[src/rtl/mem_responder.sv]
// Purpose : responder end of the memory bus; 2**ADDR_WIDTH x DATA_WIDTH sync RAM with written-map and clear engine.
// Latency : reads return one cycle after the sampling edge; writes land at the sampling edge.
// Backpr. : none; accesses arriving while the clear engine runs (or read+write together) are refused via err.
//
// Ports:
//   clk, rst          single clock, synchronous active-high reset
//   read, write       single-cycle access strobes, addr / data_in qualify them
//   clear             starts the clear-all engine (only looked at when idle)
//   data_out          last successful read result; held otherwise
//   rd_valid, uninit  one-cycle read pulse, and "location never written since reset" qualifier
//   busy, err         clear engine running; one-cycle refused-access pulse
module mem_responder #(
    parameter int ADDR_WIDTH = 5,
    parameter int DATA_WIDTH = 8
) (
    input  logic                  clk,
    input  logic                  rst,
    input  logic                  read,
    input  logic                  write,
    input  logic [ADDR_WIDTH-1:0] addr,
    input  logic [DATA_WIDTH-1:0] data_in,
    input  logic                  clear,
    output logic [DATA_WIDTH-1:0] data_out,
    output logic                  rd_valid,
    output logic                  uninit,
    output logic                  busy,
    output logic                  err
);

    localparam int DEPTH = 1 << ADDR_WIDTH;

    typedef enum logic {
        IDLE  = 1'b0,
        CLEAR = 1'b1
    } state_t;

    state_t                 state_q, state_d;
    logic [ADDR_WIDTH-1:0]  cnt_q, cnt_d;

    // Array is deliberately not reset; wmap makes reads deterministic instead.
    logic [DATA_WIDTH-1:0]  mem [DEPTH];
    logic [DEPTH-1:0]       wmap;

    logic                   mem_we;
    logic [ADDR_WIDTH-1:0]  mem_waddr;
    logic [DATA_WIDTH-1:0]  mem_wdata;
    logic                   rd_en;
    logic                   refuse;

    always_comb begin
        state_d   = state_q;
        cnt_d     = cnt_q;
        mem_we    = 1'b0;
        mem_waddr = addr;
        mem_wdata = data_in;
        rd_en     = 1'b0;
        refuse    = 1'b0;
        case (state_q)
            IDLE: begin
                if (clear) begin
                    // clear wins; any access in the same cycle is dropped
                    state_d = CLEAR;
                    cnt_d   = '0;
                    refuse  = read | write;
                end else if (read && write) begin
                    refuse = 1'b1;
                end else if (write) begin
                    mem_we = 1'b1;
                end else if (read) begin
                    rd_en = 1'b1;
                end
            end
            CLEAR: begin
                mem_we    = 1'b1;
                mem_waddr = cnt_q;
                mem_wdata = '0;
                cnt_d     = cnt_q + 1'b1;
                refuse    = read | write;
                // terminate on the last location, not on wrap to zero
                if (cnt_q == {ADDR_WIDTH{1'b1}}) begin
                    state_d = IDLE;
                end
            end
            default: begin
                state_d = IDLE;
            end
        endcase
    end

    always_ff @(posedge clk) begin
        if (rst) begin
            state_q  <= IDLE;
            cnt_q    <= '0;
            wmap     <= '0;
            data_out <= '0;
            rd_valid <= 1'b0;
            uninit   <= 1'b0;
            err      <= 1'b0;
        end else begin
            state_q  <= state_d;
            cnt_q    <= cnt_d;
            rd_valid <= rd_en;
            err      <= refuse;
            if (mem_we) begin
                wmap[mem_waddr] <= 1'b1;
            end
            if (rd_en) begin
                data_out <= wmap[addr] ? mem[addr] : '0;
                uninit   <= ~wmap[addr];
            end
        end
    end

    // A reset edge blocks the array write, so an aborted clear keeps only what it finished.
    always_ff @(posedge clk) begin
        if (mem_we && !rst) begin
            mem[mem_waddr] <= mem_wdata;
        end
    end

    assign busy = (state_q == CLEAR);

endmodule

[config.mk]
export PLATFORM = sky130hd
export DESIGN_NAME = mem_responder
export DESIGN_NICKNAME = d
export VERILOG_FILES = /design/src/rtl/mem_responder.sv
export SDC_FILE = /design/constraint.sdc
export NUM_CORES = 1
export LEC_CHECK = 0
export ABC_AREA = 1
export ABC_CLOCK_PERIOD_IN_PS = 3700
export CORE_MARGIN = 2
export CORE_UTILIZATION = 50
export CTS_CLUSTER_SIZE = 12
export DETAILED_ROUTE_END_ITERATION = 8
export GPL_TIMING_DRIVEN = 0
export HOLD_SLACK_MARGIN = 0.02
export PLACE_DENSITY = 0.64
export SYNTH_ARGS = -nofsm -noshare
export SYNTH_HDL_FRONTEND = slang
export SYNTH_SLANG_ARGS = --single-unit
[constraint.sdc]
create_clock -name clk -period 3.7 [get_ports clk]
set_input_delay 0.74 -clock clk [delete_from_list [all_inputs] [get_ports clk]]
set_output_delay 0.74 -clock clk [all_outputs]
set_load 0.02 [all_outputs]
Yosys cells after proc, flatten, opt, wreduce, memory -nomap -nowiden --
Memory sizes are Yosys's and may differ from the RTL's. Index checks and enable logic that the tools add are counted.
Word-level totals: RAM bits 256, register bits after elaboration 49, output and inout port bits 12, memories 1
Memory list:
- mem | words 32, bits a word 8, rd ports 1, clocked after Yosys merged registers in 0, write ports 1, line 41 | logic [DATA_WIDTH-1:0] mem [DEPTH];
Cells by class: multiplexer cells 26, bitwise gates (word level) 4, $lt $le $gt $ge 3, add/subtract/negate cells 1, equality and inequality tests 2, reductions and logical operators 4
Operators by type and width (number):
- OR 32 bit | 1
- 2-to-1 mux 1 bit | 16
- 2-to-1 mux 8 bit | 2
- less-than comparator 5 x 6 -> 1 bit, second input constant | 2
- 2-to-1 mux 5 bit | 2
- one-hot mux 5 bit (2 select lines) | 1
- one-hot mux 1 bit (2 select lines) | 3
- adder 5 x 1 -> 5 bit, second input constant | 1
- binary-select mux 1 bit (select 5 bit) | 1
- demux 1 bit (select 5 bit) | 1
- equality test 5 bit, second input constant | 1
- >= comparator 5 x 1 -> 1 bit, second input constant | 1
- logical AND 1 bit | 3
- inequality test 2 bit, second input constant | 1
- NOT 1 bit | 2
- logical NOT 1 bit | 1
- OR 1 bit | 1

Depth between registers and ports, before layout --
depth after elaboration 7, gate-level depth with buffers 14

Worst setup path before layout --
No wires, ideal clock.
path type input port to flip-flop, from input port addr[0], to memory mem[23][0], enable pin, setup slack 1306 ps, stages on the path 7, arrival 2024 ps, buffers on the path 3, library setup time 370 ps, required time 3330 ps, cells stage by stage buf_4 -> inv_4 -> buf_4 -> a21oi_1 -> nand3_1 -> buf_2 -> nor2_1
On the way: word-level cells in the longest chain between the ends 1
Ends and longest elaborated chain:
- start: declaration | line 20 | input logic [ADDR_WIDTH-1:0] addr,
- 2-to-1 mux 5 bit | line 58 | case (state_q)
- end: declaration | line 41
No other way between the ends.

Worst setup path after layout --
from input port rst, to memory mem[23][2], enable pin
On the way: word-level cells in the longest chain between the ends 4
Ends and longest elaborated chain:
- start: declaration | line 17 | input logic rst,
- logical NOT 1 bit | line 116 | if (mem_we && !rst) begin
- logical AND 1 bit | line 116
- 2-to-1 mux 1 bit | line 116
- 2-to-1 mux 1 bit (not written as such) | line 117 | mem[mem_waddr] <= mem_wdata;
No other way between the ends.

==> out/results.txt <==
status - finished, final reports clean
RSZ-0062 raised after global routing - false
RR Startpoint - busy$_SDFF_PP0_
static leakage - 5.86 nW
DRT Wirelength - 35.2 mm
GR peak layer - met2
GR Overflow Total - 0
slowest stage delay, CP - 0.68 ns
Top Ports - 30
Yosys reg bits - 305
CTS tree - built
maxcap violations - 0
CP Launch Point - rst
register area - 8670 sq um
# port buffers - 27
# clock sinks - 305
WL per Instance - 20.3 microns
via count - 9490
Post-CTS Setup Inserts - 0
Worst Hold Class - reg -> reg
Core ar. - 25300 sq um
CP endpoint kind - flip-flop
Crit Path Category - in -> reg
Pins Over Slew Limit - 0
Distinct cells, synth - 27
top cell type's share of synthesized area - 59.4%
first-pass GRT wire length - 52.8 mm
min-delay src - wmap[29]$_SDFFE_PP0N_
worst slew pin tran - 0.993 ns
ys async rst share - 0%
CTS H-tree depth - 2
Worst Path Arrival - 3.22 ns
Starting Density - 51.1%
Mapped Cells - 1309
cts hold-fix bufs - 0
share of layout cells above drive strength 1 - 7.78%
Chip Width - 165 microns
initial antenna violation count - 0
DP Wirelength - 23.5 mm
area grow syn2layout - 14.2%
met1 usage - 37.3%
syn_nets - 1329
GR Layer Usage met3 - 5.88%
worst-path cell chain - clkdlybuf4s50_1, clkinv_1, nand2_1, nor2_1, nand3_1, buf_2, nor2_1
YS warnings - 0
Initial DRT Pass Iterations - 7
synth top area cells - edfxtp_1 (59%), nand2_1 (14%), dfxtp_1 (7.6%)
Avg Cell Area, Syn - 9.89 sq um
clk_lat worst skew - 0.51 ns
VDD IR-drop max - 0.441 mV
grt met2 use - 42.6%
crit start category - input pin
Inserted Clock Buffers - 34
fin area - 14800 sq um
maximum clock frequency - 324 MHz
Finished Core Util - 58.4%
Worst path most repeated cell - nor2_1
EDFF count, synth - 256
fin nets - 1396
synthesized cell area - 13000 sq um
starting DRC count in detailed routing - 1069
die area - 27200 sq um
fin crit period - 3.09 ns
worst-path fanout max - 10
Synth Flop Type - edfxtp_1
Tcrit/Tclk final - 83.5%
placer congestion estimate - 1.03
Vias per Instance - 5.48
Global Route Usage Sum - 26.9%
area of the multi-input gates - 3510 sq um
# rows - 58
area leader, netlist - edfxtp_1
Placed Area - 13800 sq um
post-cts sizing count - 0
Die Y - 165 microns
vias in the first global route - 8919
Seq/Total Area, Yosys - 66.9%
Pwr Density - 502 nW/um^2
ANT cells - 0
Worst slew margin - 33.6%
dpl cells - 1670
CP bufs+invs - 3
Fillers - 2164
Worst Path Required - 3.83 ns
setup TNS - 0 ns
clock slew at reported path FFs - 0.06 ns
Slowest cell on crit path - nor2_1
Post-DRT Antenna Nets - 0
Finished Layout Cells - 1731
DRC viols - 0
Max Buffers Root-to-Sink - 3
Final Skew - 0.0145 ns
pin count of the biggest net entering global routing - 33
final setup violation count - 0
clk root buf - clkbuf_16
Final Hold Viols - 0
cell family with most CP delay - simple AND/OR/NAND/NOR gates
per-layer routing:
layer,share of wire [%],vias to the layer above
li1,-,4467
met1,41,4497
met2,45,461
met3,11,65
met4,2.5,0
met5,0,-
stage by stage:
step / hold WS (ns) / worst slack (ns) / total power [mW]
final: 0.459 / 0.610 / 7.43
after global routing: 0.475 / 0.422 / 7.63
after CTS: 0.459 / 0.635 / 7.45
after detailed placement: 0.445 / 0.112 / 4.40
after global placement: 0.439 / -0.334 / 4.37
after floorplan: 0.428 / 1.31 / 4.15
layout make-up:
cell class,count,area share [%]
buffer,69,2.46
clock buffer,51,6.51
clock inverter,10,0.330
inverter,122,3.11
multi-input combinational,813,23.7
sequential,305,58.6
tap,330,2.79
timing repair buffer,31,2.44
worst reg2reg max path, stage by stage (launching register included):
cell	delay, ns
dfxtp_1	0.50
inv_2	0.09
nand2_1	0.15
nand2_1	0.07
nor2_1	0.22
nand3_1	0.36
buf_2	0.38
nor2_1	0.68
final timing paths:
check	end	slack, ns	cells past startpoint
max	mem[23][2]$_DFFE_PP_	0.61	7
min	wmap[29]$_SDFFE_PP0N_	0.46	2
max reg2reg	mem[23][2]$_DFFE_PP_	0.88	7
min reg2reg	wmap[29]$_SDFFE_PP0N_	0.46	2
power by group:
group | total [mW] | switching [mW] | internal [mW]
registers | 3.77 | 0.00920 | 3.76
logic | 0.567 | 0.417 | 0.151
clock network | 3.09 | 1.29 | 1.80
placed cells by master, fill, tap and decap left out, types with 10 or more instances in the layout:
cell,count
clkbuf_1,26
clkinv_1,10
edfxtp_1,256
o211ai_1,15
buf_4,16
dfxtp_1,49
a21oi_1,15
clkdlybuf4s50_1,27
nand3_1,186
clkbuf_16,35
buf_2,30
nand2_1,479
o21ai_0,35
inv_1,114
nor2_1,56
cells by family (layout without fill, tap and decap cells):
| family | count (synthesis) | in the layout | share of synthesized area (%) |
|---|---|---|---|
| flops | 305 | 305 | 66.9 |
| fa+ha+maj | 2 | 2 | 0.193 |
| simple gates | 733 | 733 | 23.1 |
| compound gates | 78 | 78 | 3.40 |
| buf+inv | 191 | 283 | 6.37 |
flip-flops by register name, indices dropped and copies added (netlist names):
signal	flops
mem	256
wmap	32
data_out	8
cnt_q	5
busy	1
err	1
rd_valid	1
uninit	1
synth_stat cells, types with 2 or more instances:
cell type	count
buf_2	30
o211ai_1	15
inv_1	114
o21ai_1	9
clkinv_1	4
nor2_1	64
nand2_1	479
buf_4	16
inv_2	3
a21oi_1	15
clkbuf_1	14
ha_1	2
o21ai_0	35
nand3_1	186
edfxtp_1	256
dfxtp_1	49
buf_1	8
Power figures use the tool's default switching activity.
